File: src/rtl/cordic_result_serializer.sv
// Captures CORDIC results on the rising edge of done, queues them in a small FIFO and
// streams them MSB-first over a valid/ready serial link. Define PARITY_EN for a trailing even-parity bit.
module cordic_result_serializer #(
    parameter int DEPTH = 4,
    parameter int WIDTH = 11
) (
    input  logic                     clock,
    input  logic                     reset,
    input  logic [WIDTH-1:0]         res_val,
    input  logic                     res_done,
    input  logic                     ser_ready,
    input  logic                     clear_ovf,
    output logic                     ser_data,
    output logic                     ser_valid,
    output logic                     ser_frame,
    output logic [$clog2(DEPTH):0]   count,
    output logic                     full,
    output logic                     empty,
    output logic                     overflow
);
    localparam int AW  = $clog2(DEPTH);
    localparam int CW  = AW + 1;
    localparam int BW  = (WIDTH > 1) ? $clog2(WIDTH) : 1;
    localparam int WM1 = WIDTH - 1;
    localparam logic [CW-1:0] DEPTH_C = DEPTH[CW-1:0];
    localparam logic [BW-1:0] TOP_CNT = WM1[BW-1:0];

`ifdef PARITY_EN
    typedef enum logic [1:0] {IDLE, SHIFT, PARITY} state_t;
`else
    typedef enum logic {IDLE, SHIFT} state_t;
`endif

    state_t            state, state_next;
    logic [WIDTH-1:0]  mem [DEPTH];
    logic [AW-1:0]     wr_ptr, rd_ptr;
    logic [CW-1:0]     count_next;
    logic [WIDTH-1:0]  shreg;
    logic [BW-1:0]     bit_cnt;
    logic              done_q;
    logic              push, push_ok, drop, load, advance;
`ifdef PARITY_EN
    logic              par;
`endif

    // A full FIFO still accepts a push when the serializer pops at the same edge.
    assign push    = res_done & ~done_q;
    assign push_ok = push & (~full | load);
    assign drop    = push & ~push_ok;

    always_comb begin
        count_next = count;
        case ({push_ok, load})
            2'b10:   count_next = count + CW'(1);
            2'b01:   count_next = count - CW'(1);
            default: count_next = count;
        endcase
    end

    always_ff @(posedge clock) begin
        if (push_ok)
            mem[wr_ptr] <= res_val;
    end

    always_ff @(posedge clock or posedge reset) begin
        if (reset) begin
            done_q   <= 1'b1;
            wr_ptr   <= '0;
            rd_ptr   <= '0;
            count    <= '0;
            full     <= 1'b0;
            empty    <= 1'b1;
            overflow <= 1'b0;
        end else begin
            done_q <= res_done;
            if (push_ok)
                wr_ptr <= wr_ptr + AW'(1);
            if (load)
                rd_ptr <= rd_ptr + AW'(1);
            count <= count_next;
            full  <= (count_next == DEPTH_C);
            empty <= (count_next == '0);
            if (drop)
                overflow <= 1'b1;
            else if (clear_ovf)
                overflow <= 1'b0;
        end
    end

    always_ff @(posedge clock or posedge reset) begin
        if (reset) begin
            state   <= IDLE;
            shreg   <= '0;
            bit_cnt <= '0;
`ifdef PARITY_EN
            par     <= 1'b0;
`endif
        end else begin
            state <= state_next;
            if (load) begin
                shreg   <= mem[rd_ptr];
                bit_cnt <= TOP_CNT;
`ifdef PARITY_EN
                par     <= ^mem[rd_ptr];
`endif
            end else if (advance) begin
                shreg   <= {shreg[WIDTH-2:0], 1'b0};
                bit_cnt <= bit_cnt - BW'(1);
            end
        end
    end

    always_comb begin
        state_next = state;
        ser_valid  = 1'b0;
        ser_data   = 1'b0;
        ser_frame  = 1'b0;
        load       = 1'b0;
        advance    = 1'b0;
        case (state)
            IDLE: begin
                if (!empty) begin
                    load       = 1'b1;
                    state_next = SHIFT;
                end
            end
            SHIFT: begin
                ser_valid = 1'b1;
                ser_data  = shreg[WIDTH-1];
                ser_frame = (bit_cnt == TOP_CNT);
                if (ser_ready) begin
                    advance = 1'b1;
                    if (bit_cnt == '0)
`ifdef PARITY_EN
                        state_next = PARITY;
`else
                        state_next = IDLE;
`endif
                end
            end
`ifdef PARITY_EN
            PARITY: begin
                ser_valid = 1'b1;
                ser_data  = par;
                if (ser_ready)
                    state_next = IDLE;
            end
`endif
            default: state_next = IDLE;
        endcase
    end

endmodule

File: config.mk
export PLATFORM = sky130hd
export DESIGN_NAME = cordic_result_serializer
export DESIGN_NICKNAME = d
export VERILOG_FILES = /design/src/rtl/cordic_result_serializer.sv
export SDC_FILE = /design/constraint.sdc
export NUM_CORES = 1
export LEC_CHECK = 0
export BUFFER_PORTS_ARGS = -buffer_cell sky130_fd_sc_hd__buf_2
export CAP_MARGIN = 20
export CORE_MARGIN = 5
export CORE_UTILIZATION = 54
export CTS_CLUSTER_DIAMETER = 200
export DETAILED_ROUTE_END_ITERATION = 10
export PLACE_DENSITY = 0.78
export SYNTH_ARGS = -nofsm -noshare
export SYNTH_HDL_FRONTEND = slang
export SYNTH_SLANG_ARGS = --single-unit
export TNS_END_PERCENT = 50
File: constraint.sdc
create_clock -name clock -period 2.5 [get_ports clock]
set_input_delay 0.75 -clock clock [delete_from_list [all_inputs] [get_ports clock]]
set_output_delay 0.75 -clock clock [all_outputs]
set_load 0.01 [all_outputs]
### Yosys cells after proc, flatten, opt, wreduce, memory -nomap -nowiden

Memories as Yosys holds them, arrays and structs flattened.
Index checks and enable logic that the tools add are counted.

| storage, ports and cells | value |
|---|---|
| latch bits | 0 |
| word-level logic and storage cells | 51 |
| RAM bits | 44 |
| memories | 1 |
| input bits | 16 |
| output and inout bits | 9 |
| ROM bits | 0 |
| bits in registers | 27 |

Memory list:

| memory | words | width | read ports | clocked after memory_dff | wr ports | line | RTL |
|---|---|---|---|---|---|---|---|
| mem | 4 | 11 | 1 | 0 | 1 | 35 | `logic [WIDTH-1:0] mem [DEPTH];` |

| operators by class | value |
|---|---|
| bitwise logic cells | 8 |
| shift operators | 0 |
| reductions and logical operators | 4 |
| equality and inequality tests | 4 |
| $mul | 0 |
| add/sub/neg operators | 5 |
| multiplexer cells | 19 |
| magnitude comparators | 0 |
| divide/modulo/power cells | 0 |

Operators with widths:

| cell | number |
|---|---|
| $mux 11 | 2 |
| $mux 1 | 13 |
| $mux 4 | 2 |
| $pmux 3 s2 | 1 |
| $add 2x1->2 const B | 2 |
| $eq 4x4->1 const B | 1 |
| $logic_not 4->1 | 1 |
| $not 1->1 | 4 |
| $reduce_bool 2->1 | 2 |
| $sub 4x1->4 const B | 1 |
| $add 3x1->3 const B | 1 |
| $and 1x1->1 | 3 |
| $eq 3x3->1 const B | 1 |
| $logic_not 3->1 | 1 |
| $sub 3x1->3 const B | 1 |
| $eq 2x1->1 const B | 1 |
| $eq 2x2->1 const B | 1 |
| $pmux 1 s2 | 1 |
| $or 1x1->1 | 1 |

### Logic depth before layout (Yosys ltp)

Gate-level depths: netlist of run 1.

| depth | value |
|---|---|
| depth in word-level cells | 7 |
| gate-level depth with buffers | 8 |
| mapped depth without buffers | 8 |

### Worst setup path before layout of run 1

OpenSTA, ideal clock, no wires.

| timing path | value |
|---|---|
| path kind | input to register |
| start point | input port res_done |
| end point | register count[2] |
| buffers on the path | 0 |
| setup slack | 0.078 ns |
| library setup time | 0.127 ns |
| stages | 8 |
| arrival | 2.295 ns |
| cell sequence | nand2b_1 a21oi_4 inv_1 ha_1 fa_1 xnor2_1 o21a_1 or2_2 |

| on the way | value |
|---|---|
| word-level cells in the longest chain between the ends | 4 |
| elaborated cells between the ends (all ways) | 5 |
| those cells by class | 2 x eq/ne; 1 x mux; 2 x bitwise |

RTL lines:

| element | line | RTL |
|---|---|---|
| start, declared | 10 | `input logic res_done,` |
| $and 1x1->1 * | 47 | `assign push = res_done & ~done_q;` |
| $and 1x1->1 * | 48 | `assign push_ok = push & (~full \| load);` |
| $eq 2x1->1 / $eq 2x2->1 (equally long branches) | 53 | `case ({push_ok, load})` |
| $pmux 3 s2 * | 53 |  |
| net count_next[2] | 37 | `logic [CW-1:0] count_next;` |
| end signal, assigned | 80 | `count <= count_next;` |
| end, declared | 16 | `output logic [$clog2(DEPTH):0] count,` |

The timed path passes the listed nets; every way through them passes the cells marked *.
A chain may end at the register's enable or synchronous reset.

### Worst setup path after layout of run 1

| timing path | value |
|---|---|
| start point | register empty |
| end point | register count[2] |

| on the way | value |
|---|---|
| word-level cells in the longest chain between the ends | 6 |
| elaborated cells between the ends (all ways) | 7 |
| those cells by class | 2 x eq/ne; 3 x mux; 2 x bitwise |

RTL lines:

| element | line | RTL |
|---|---|---|
| start, declared | 18 | `output logic empty,` |
| start signal, assigned | 82 | `empty <= (count_next == '0);` |
| $mux 1 * | 122 | `if (!empty) begin` |
| $mux 1 * | 120 | `case (state)` |
| $or 1x1->1 | 48 |  |
| $and 1x1->1 | 48 |  |
| $eq 2x1->1 / $eq 2x2->1 (equally long branches) | 53 |  |
| $pmux 3 s2 * | 53 |  |
| net count_next[2] | 37 |  |

Marks and branches as above.

==> results of run 1 <==
==> path summary, 6_finish.rpt <==
check / end / slack (ns) / depth (start not counted)
worst max-delay path: count[2] / 0.20 / 8
min in group clock: bit_cnt[3] / 0.51 / 1
worst min register to register: bit_cnt[3] / 0.51 / 1
worst max register to register: count[2] / 0.20 / 8
max in group asynchronous: empty / 1.71 / 3
worst min-delay path: count[0] / 0.48 / 3
==> tightest hold or removal path: cells and delay by family <==
kind | cells | cell delay [ns]
buf+inv | 3 | 0.46
==> per-stage QoR <==
step / setup WS (ns) / hold slack, ns / total power (uW) / instances
after detailed placement: -0.0574 / 0.494 / 2640 / 299
after global routing: 0.0199 / 0.507 / 3650 / 315
after global placement: 0.0271 / 0.483 / 2590 / 299
after CTS: 0.181 / 0.487 / 3470 / 315
after floorplan: 0.0776 / 0.467 / 2360 / 199
final: 0.205 / 0.479 / 3430 / 315
==> cell families (layout without fill, tap and decap cells) <==
kind of cell / after synthesis / in the layout
DFF: 71 / 71
xor gates and xnor gates: 6 / 6
muxes: 28 / 28
AOI/OAI and AO/OA: 29 / 29
and+or+nand+nor: 40 / 40
buffers and inverters: 17 / 61
adders and majority gates: 8 / 8
==> flip-flops by register name (all words and copies together) (netlist names) <==
signal    flops
mem          44
wr_ptr        2
done_q        1
count         3
bit_cnt       4
empty         1
full          1
state         1
overflow      1
shreg        11
rd_ptr        2
==> cells in the mapped netlist, types with 2 or more instances <==
library cell  number  area (um^2)
a22oi_1           13         97.6
xnor2_1            5         43.8
a21oi_1            2         10.0
dfstp_2            2         52.6
edfxtp_1          44         1320
inv_1              9         33.8
a32oi_1            5         43.8
nand2_1           15         56.3
buf_2              5         25.0
ha_1               7         87.6
mux2i_1            3         30.0
and2_1             6         37.5
dfrtp_1           25          626
nor3_1             6         30.0
mux2_2            23          259
nor2_1             2         7.51
nand3_1            2         10.0
==> routing by layer <==
layer	part of all wire (%)	wire [um]
met1	44	2310
met2	51	2640
met3	3.7	191
met4	0.98	51
met5	0	0
==> power breakdown <==
part | switching [uW] | total, uW | internal [uW]
combinational | 441 | 908 | 467
sequential | 184 | 1700 | 1510
clock | 370 | 831 | 460
total | 995 | 3430 | 2440
==> placed cells by master, fill, tap and decap left out, types with 2 or more instances in the layout <==
cell / synthesis / layout
buf_4: 1 / 12
buf_2: 5 / 24
a32oi_1: 5 / 5
mux2_2: 23 / 23
nor2_1: 2 / 2
nand3_1: 2 / 2
dfrtp_1: 25 / 25
and2_1: 6 / 6
inv_1: 9 / 9
clkbuf_8: 0 / 9
xnor2_1: 5 / 5
nand2_1: 15 / 15
edfxtp_1: 44 / 44
ha_1: 7 / 7
a21oi_1: 2 / 2
nor3_1: 6 / 6
mux2i_1: 3 / 3
clkbuf_1: 1 / 5
a22oi_1: 13 / 13
dfstp_2: 2 / 2
==> final cells by class <==
type                    count  area, um^2
clock inverters             2        33.8
well taps                  72        90.1
flip-flops and latches     71        2000
inverters                   9        33.8
clock buffers              14         143
fillers                   425        2030
repair buffers             36         210
multi-input cells         111         930
==> results.tsv, run 1 <==
stage	metric	value	unit
outcome	status	complete, no violations	
setup_path	worstPathArrival	2.51	ns
setup_path	cpPeakStageDelay	0.41	ns
clock_tree	h-tree-depth	3	
synth	syn_inst	199	
global_route	grt_pass1_wl	8800	um
sta	hold_viol	0	
setup_path	worstReg2RegStart	empty	
clock_tree	clk_pin_slew_worst_paths	0.07	ns
setup_path	worst-path-max-fanout	6	
global_route	first_global_vias	1829	
global_route	top_usage_layer	met2	
floorplan	initial_core_util	55.0	%
routing	drtAntennaViolNets	0	
global_route	grt_use_total	16.0	%
synth	synth_simple_gate_area_share	7.27	%
synth	avgSynthCellArea	15.1	um^2
routing	via_per_inst	5.42	
sta	tns	0	ns
pwr	p_leak	0.00138	uW
global_route	gr-total-overflow	0	
pwr	powerDensity	998	nW/um^2
setup_path	critPathTopFamily	simple AND/OR/NAND/NOR gates	
sta	period_share	91.8	%
floorplan	dieArea	7170	um^2
setup_path	worst-path-buf-inv	1	
routing	drc_errors	0	
placement	io_buffers	24	
sta	clock_skew	0.0126	ns
job	drv_cap	0	
floorplan	coreArea	5470	um^2
finish	drive_above_1_share	32.1	%
floorplan	die_w	84.7	um
sta	setup_viol	0	
synth	synth_compound_area_share	7.56	%
placement	hpwl	3350	um
routing	initialDrtViolationCount	99	
routing	dr.pass1.iters	4	
floorplan	io_pins	25	
synth	synth_async_sr_flop_share	38.0	%
finish	syn_to_final_growth	14.3	%
synth	ys_ff_latch	71	
clock_tree	holdBufCountCts	0	
global_route	grt_use_met1	20.7	%
setup_path	worst_ep_required_time	2.72	ns
global_route	antenna_found_initial	0	
finish	nNetsFinal	262	
global_route	grtUsageMet2	26.1	%
sta	clock.fmax	436	MHz
placement	place_area	3260	um^2
clock_tree	insertion_delay	0.33	ns
global_route	grt_max_degree	28	
floorplan	die_y	84.7	um
pwr	ir_worst_vdd	0.695	mV
routing	wire_per_inst	16.5	um
sta	tightestPinTransition	0.762	ns
synth	synth-adder-area-share	3.57	%
finish	fin_util	62.8	%
floorplan	rows	27	
synth	synth_edf_count	44	
synth	synth_fp_nets	223	
synth	synth-main-ff-cell	edfxtp_1	
global_route	grt_use_met3	3.53	%
clock_tree	cts_buffers	9	
placement	gp_congestion	0.741	
synth	ys_types	42	
sta	finalMaxSlewViolations	0	
setup_path	worstPathCellList	or2_4 -> a21oi_4 -> inv_1 -> ha_1 -> fa_1 -> xnor2_1 -> nor3_1 -> or2_2	
clock_tree	cts-root-buf	clkbuf_8	
setup_path	slowest_stage	dfstp_2	
synth	synth_area	3010	um^2
clock_tree	cts_setup_buffers	0	
clock_tree	clockBufferDepth	2	
routing	vias	1708	
sta	fin_crit	2.30	ns
finish	n_antenna_cell	0	
synth	synthMuxAreaShare	10.7	%
setup_path	critPathCaptureType	register	
clock_tree	cts_tree	yes	
min_path	holdCritPathClass	in -> async	
sta	rsz0062_at_grt	no	
clock_tree	cts_num_sinks	71	
synth	synth_top_family_by_area	multiplexers	
clock_tree	cts.repair.resized	0	
synth	ys_warn_count	0	
setup_path	cp-start-kind	register	
routing	wl	5190	um
finish	final_area	3440	um^2
sta	slew_headroom	48.9	%
synth	synth-xor-area-share	1.75	%
setup_path	critPathKind	reg -> reg	
setup_path	crit_path_start	empty	
synth	seq_area_frac_synth	66.4	%
Note: power is estimated with default switching activity, not from simulation.
==> run 2, diff against run 1 <==
--- a/config.mk
+++ b/config.mk
@@ -7,11 +7,15 @@
 export LEC_CHECK = 0
 export BUFFER_PORTS_ARGS = -buffer_cell sky130_fd_sc_hd__buf_2
 export CAP_MARGIN = 20
+export CELL_PAD_IN_SITES_DETAIL_PLACEMENT = 0
+export CELL_PAD_IN_SITES_GLOBAL_PLACEMENT = 1
+export CORE_ASPECT_RATIO = 2
 export CORE_MARGIN = 5
-export CORE_UTILIZATION = 54
+export CORE_UTILIZATION = 49
 export CTS_CLUSTER_DIAMETER = 200
 export DETAILED_ROUTE_END_ITERATION = 10
-export PLACE_DENSITY = 0.78
+export PLACE_DENSITY = 0.83
+export RECOVER_POWER = 100
 export SYNTH_ARGS = -nofsm -noshare
 export SYNTH_HDL_FRONTEND = slang
 export SYNTH_SLANG_ARGS = --single-unit
==> run 2 against run 1 <==
  * Die area increased by 10%
  * Final area increased by 0.15%
  * Maximum frequency decreased by 1.1%
  * Power increased by 6.9%
  * Combinational power decreased by 9.8%
  * Sequential share of layout area decreased by 0.084 points
  * The run now ends with max-capacitance violations left
  * Utilization decreased by 5.5 points
  * Clock power increased by 36%
  * Critical path depth unchanged
  * Clock-buffer cell count decreased by 2
  * Non-clock buffer count increased by 1
  * First-iteration DRC count decreased by 5.1%
  * Largest cell class unchanged
==> results.tsv, run 2 (synthesis gave the netlist of run 1 again) <==
stage	metric	value	unit
clock_tree	cts_num_sinks	71	
setup_path	r2r_end	count[2]	
sta	clock.fmax	431	MHz
sta	fin_crit	2.32	ns
floorplan	coreArea	6010	um^2
pwr	powerDensity	1070	nW/um^2
sta	finalMaxSlewViolations	0	
clock_tree	cts_tree	yes	
floorplan	die_y	121	um
finish	regMostFlops	mem	
routing	dr.pass1.iters	4	
finish	largest_reg_flops	44	
finish	final_cell_mix	44 x edfxtp_1, 33 x clkbuf_1, 25 x dfrtp_1, 23 x mux2_2, 15 x nand2_1	
pwr	ir_worst_vdd	0.640	mV
routing	drtAntennaViolNets	0	
finish	n_antenna_cell	0	
setup_path	worst-path-max-fanout	6	
setup_path	worstPathCellList	or2_4 -> a21oi_1 -> inv_1 -> ha_1 -> fa_1 -> xnor2_1 -> nor3_1 -> or2_2	
setup_path	cp-start-kind	register	
outcome	violations	max-capacitance violations	
floorplan	io_pins	25	
setup_path	cpPeakStageDelay	0.40	ns
sta	setup_viol	0	
routing	initialDrtViolationCount	94	
setup_path	reg2regPathDepth	8	
finish	syn_to_final_growth	14.4	%
clock_tree	insertion_delay	0.33	ns
global_route	antenna_found_initial	0	
global_route	gr-total-overflow	0	
sta	period_share	92.8	%
clock_tree	cts-root-buf	clkbuf_16	
pwr	p_leak	0.00133	uW
routing	wl	5160	um
clock_tree	holdBufCountCts	0	
finish	nNetsFinal	263	
routing	vias	1715	
setup_path	slowest_stage	dfstp_2	
setup_path	critPathTopFamily	simple AND/OR/NAND/NOR gates	
min_path	whs_endpoint	done_q	
routing	drc_errors	0	
outcome	status	finished with violations	
routing	via_per_inst	5.59	
job	drv_cap	1	
pwr	p_total	3670	uW
clock_tree	h-tree-depth	3	
setup_path	worstPathArrival	2.53	ns
min_path	hold_path_startpoint	res_done	
min_path	holdCritPathClass	in -> reg	
global_route	grt_pass1_wl	8640	um
finish	drive_above_1_share	19.7	%
setup_path	worst-path-buf-inv	1	
floorplan	rows	40	
sta	slew_headroom	0.213	%
placement	io_buffers	24	
global_route	first_global_vias	1771	
sta	rsz0062_at_grt	no	
routing	wire_per_inst	16.8	um
clock_tree	cts.repair.resized	0	
sta	tightestPinTransition	1.50	ns
clock_tree	clockBufferDepth	2	
setup_path	critPathCaptureType	register	
floorplan	dieArea	7910	um^2
sta	holdWs	0.510	ns
clock_tree	cts_buffers	9	
clock_tree	clk_pin_slew_worst_paths	0.06	ns
sta	hold_viol	0	
finish	layout_commonest_cell	edfxtp_1	
placement	hpwl	3460	um
clock_tree	cts_setup_buffers	0	
floorplan	initial_core_util	50.1	%
setup_path	reg2reg_slack	0.18	ns
placement	gp_congestion	0.770	
min_path	min_path_cells	1	
setup_path	worst_ep_required_time	2.71	ns
global_route	grt_use_total	15.1	%
setup_path	worstReg2RegStart	empty	
global_route	grt_max_degree	28	
floorplan	die_w	65.4	um
setup_path	critPathKind	reg -> reg	
finish	top_regs	mem x44, shreg x11, bit_cnt x4	
sta	clock_skew	0.00691	ns
-- run 2: cell count changes in the layout (fill, tap and decap cells not counted), sizes merged --
cell    delta
buf       -30
bufinv     -1
clkbuf    +29
clkinv     +3
-- run 2: layer usage --
metal,track usage [%],share of wire [%],up-vias
met3,4.82,2.9,12
met4,8.44,2.9,0
met1,16.5,40,855
met5,0,0,-
met2,25.2,54,23
li1,-,-,825
-- run 2: stage by stage --
| step | area, um^2 | cells | setup TNS (ns) | utilization, % | setup WS (ns) |
|---|---|---|---|---|---|
| after floorplan | 3010 | 199 | 0 | - | 0.0776 |
| after global placement | 3260 | 291 | 0 | 54.3 | 0.0134 |
| after detailed placement | 3260 | 291 | -0.0897 | 54.3 | -0.0628 |
| after CTS | 3530 | 307 | 0 | 58.7 | 0.189 |
| after global routing | 3440 | 307 | 0 | 57.4 | 0.0530 |
| final | 3440 | 307 | 0 | 57.4 | 0.180 |
-- run 2: layout make-up --
| type | instances | area, um^2 |
|---|---|---|
| Fill cell | 515 | 2560 |
| Inverter | 9 | 33.8 |
| Clock buffer | 12 | 246 |
| Multi-Input combinational cell | 111 | 913 |
| Clock inverter | 4 | 21.3 |
| Sequential cell | 71 | 2000 |
| Timing Repair Buffer | 37 | 151 |
| Tap cell | 63 | 78.8 |
-- run 2: power by group --
| part | internal, uW | leakage (uW) | total (uW) | switching [uW] |
|---|---|---|---|---|
| Sequential | 1510 | 0.000728 | 1720 | 210 |
| Clock | 691 | 0.000132 | 1130 | 436 |
| Combinational | 419 | 0.000470 | 819 | 400 |
| Total | 2620 | 0.00133 | 3670 | 1050 |
-- run 2: how the worst max path moves through the flow --
stage / from / endpoint / cells after the start
global placement: res_done / count[2] / 9
finish: empty / count[2] / 8
CTS: empty / count[2] / 8
detailed placement: res_done / count[2] / 9
floorplan: res_done / count[2] / 8
global route: empty / count[2] / 8
==> run 3, diff against run 2 <==
--- a/config.mk
+++ b/config.mk
@@ -11,10 +11,10 @@
 export CELL_PAD_IN_SITES_GLOBAL_PLACEMENT = 1
 export CORE_ASPECT_RATIO = 2
 export CORE_MARGIN = 5
-export CORE_UTILIZATION = 49
+export CORE_UTILIZATION = 44
 export CTS_CLUSTER_DIAMETER = 200
 export DETAILED_ROUTE_END_ITERATION = 10
-export PLACE_DENSITY = 0.83
+export PLACE_DENSITY = 0.79
 export RECOVER_POWER = 100
 export SYNTH_ARGS = -nofsm -noshare
 export SYNTH_HDL_FRONTEND = slang
==> constraint.sdc (replaced) <==
create_clock -name clock -period 1.9 [get_ports clock]
set_input_delay 0.57 -clock clock [delete_from_list [all_inputs] [get_ports clock]]
set_output_delay 0.57 -clock clock [all_outputs]
set_load 0.01 [all_outputs]
==> run 3 against run 2 <==
  * The run ends with negative setup slack left
  * Clock skew up 0.0011 ns
  * Maximum frequency rose by 9.7%
  * Critical path depth did not move
  * Non-clock buffer count is 8 higher
  * Critical endpoint unchanged
  * Largest power group unchanged
  * Highest routed layer unchanged
==> results.tsv, run 3 (synthesis gave the netlist of run 1 again) <==
stage	metric	value	unit
pwr	intPower	3840	uW
routing	dr.pass1.iters	4	
sta	slew_headroom	50.2	%
sta	fin_crit	2.12	ns
routing	drtAntennaViolNets	0	
setup_path	cp-endpoint	count[2]	
placement	dpl.cell_count	321	
sta	period_share	111	%
floorplan	rows	42	
floorplan	die_y	127	um
finish	drive_above_1_share	32.9	%
outcome	status	finished with violations	
pwr	ir_worst_vdd	0.841	mV
setup_path	critPathCaptureType	register	
finish	nNetsFinal	271	
setup_path	critPathKind	reg -> reg	
sta	finalMaxSlewViolations	0	
clock_tree	cts_num_sinks	71	
sta	clock.fmax	473	MHz
global_route	first_global_vias	1845	
finish	syn_to_final_growth	23.3	%
setup_path	reg2regPathDepth	8	
finish	fin_util	55.6	%
sta	rsz0062_at_grt	yes	
outcome	violations	negative setup slack	
clock_tree	cts-root-buf	clkbuf_16	
global_route	grt_use_total	14.5	%
pwr	p_comb_share	25.4	%
setup_path	worst_ep_required_time	2.11	ns
sta	setup_ws	-0.215	ns
floorplan	coreArea	6670	um^2
routing	wire_per_inst	16.1	um
pwr	p_total	5250	uW
pwr	p_sw_share	26.9	%
clock_tree	cts_buffers	9	
setup_path	crit_path_start	state	
floorplan	initial_core_util	45.1	%
routing	via_per_inst	5.15	
placement	io_buffers	24	
setup_path	cp-start-kind	register	
finish	n_antenna_cell	0	
global_route	grt_pass1_wl	8910	um
floorplan	dieArea	8700	um^2
clock_tree	clockBufferDepth	2	
pwr	seqPwrFrac	42.1	%
routing	initialDrtViolationCount	70	
global_route	gr-total-overflow	0	
finish	final_cell_count_no_fill	340	
global_route	antenna_found_initial	0	
routing	drc_errors	0	
setup_path	reg2reg_slack	-0.22	ns
setup_path	worstPathArrival	2.33	ns
pwr	powerDensity	1410	nW/um^2
setup_path	worst-path-max-fanout	3	
finish	layout_commonest_cell	edfxtp_1	
global_route	grt_max_degree	28	
sta	hold_viol	0	
finish	regMostFlops	mem	
sta	tns	-0.536	ns
routing	vias	1752	
placement	gp_congestion	0.811	
routing	wl	5460	um
sta	tightestPinTransition	0.744	ns
sta	clock_skew	0.00801	ns
floorplan	die_w	68.5	um
pwr	p_leak	0.00147	uW
finish	largest_reg_flops	44	
job	drv_cap	0	
setup_path	r2r_end	count[2]	
clock_tree	holdBufCountCts	0	
sta	setup_viol	3	
placement	pre_cts_slack	-0.353	ns
clock_tree	insertion_delay	0.32	ns
pwr	power.switching	1410	uW
clock_tree	cts_tree	yes	
min_path	holdCritPathClass	in -> async	
finish	final_cell_mix	44 x edfxtp_1, 25 x dfrtp_1, 23 x mux2_2, 15 x nand2_1, 15 x clkbuf_1	
pwr	p_clk_share	32.4	%
floorplan	io_pins	25	
setup_path	worstReg2RegStart	state	
clock_tree	clk_pin_slew_worst_paths	0.06	ns
finish	top_regs	mem x44, shreg x11, bit_cnt x4	
placement	hpwl	3730	um
clock_tree	h-tree-depth	3	
finish	fillers	586	
run 3: cell count changes in the layout (fill, tap and decap cells not counted), sizes merged:
cell / delta
clkinv: -2
clkbuf: -17
buf: +25
bufinv: +2
run 3: per-layer routing:
layer	part of all wire (%)	up-vias	track usage, %
met4	2.7	0	8.68
li1	-	837	-
met5	0	-	0
met2	56	27	23.6
met1	39	877	15.8
met3	2.8	11	4.39
run 3: worst max-delay path, stage by stage (launching register included):
cell,delay (ns)
dfrtp_1,0.38
or2_4,0.26
a21oi_4,0.16
inv_2,0.06
ha_4,0.17
fa_2,0.40
xnor2_2,0.17
o21a_1,0.19
or2_4,0.22
run 3: power groups by stage:
stage	combinational [uW]	clock, uW	sequential (uW)
2_1_floorplan	900	0	2240
3_3_place_gp	1320	0	2230
3_5_place_dp	1340	0	2240
4_1_cts	1350	1740	2210
5_1_grt	1490	1810	2250
6_report	1340	1700	2210
run 3: worst min path at each step:
stage	end	cells past startpoint	slack [ns]	start
global placement	shreg[0]	2	0.49	shreg[0]
detailed placement	shreg[6]	2	0.51	shreg[6]
global route	overflow	2	0.45	clear_ovf
CTS	wr_ptr[1]	3	0.30	reset
floorplan	shreg[0]	2	0.47	shreg[0]
finish	count[2]	3	0.43	reset
run 3: layout make-up:
| cell class | instances | area (um^2) | area share (%) |
|---|---|---|---|
| sequential | 71 | 2000 | 53.9 |
| multi-input combinational | 111 | 955 | 25.7 |
| timing repair buffer | 45 | 308 | 8.29 |
| clock buffer | 12 | 236 | 6.37 |
| tap | 88 | 110 | 2.97 |
| clock inverter | 4 | 70.1 | 1.89 |
| inverter | 9 | 33.8 | 0.910 |
run 3: timing repair:
action,in CTS,in global routing
buffers inserted,0,3
resized for setup,0,3
endpoints found under the setup margin,3,5
pin swaps,0,8
gates cloned,0,0
run 3: per-stage QoR:
step	hold slack (ns)	area (um^2)
2_1_floorplan	0.467	3030
3_3_place_gp	0.492	3390
3_5_place_dp	0.507	3390
4_1_cts	0.304	3700
5_1_grt	0.445	3710
6_report	0.426	3710
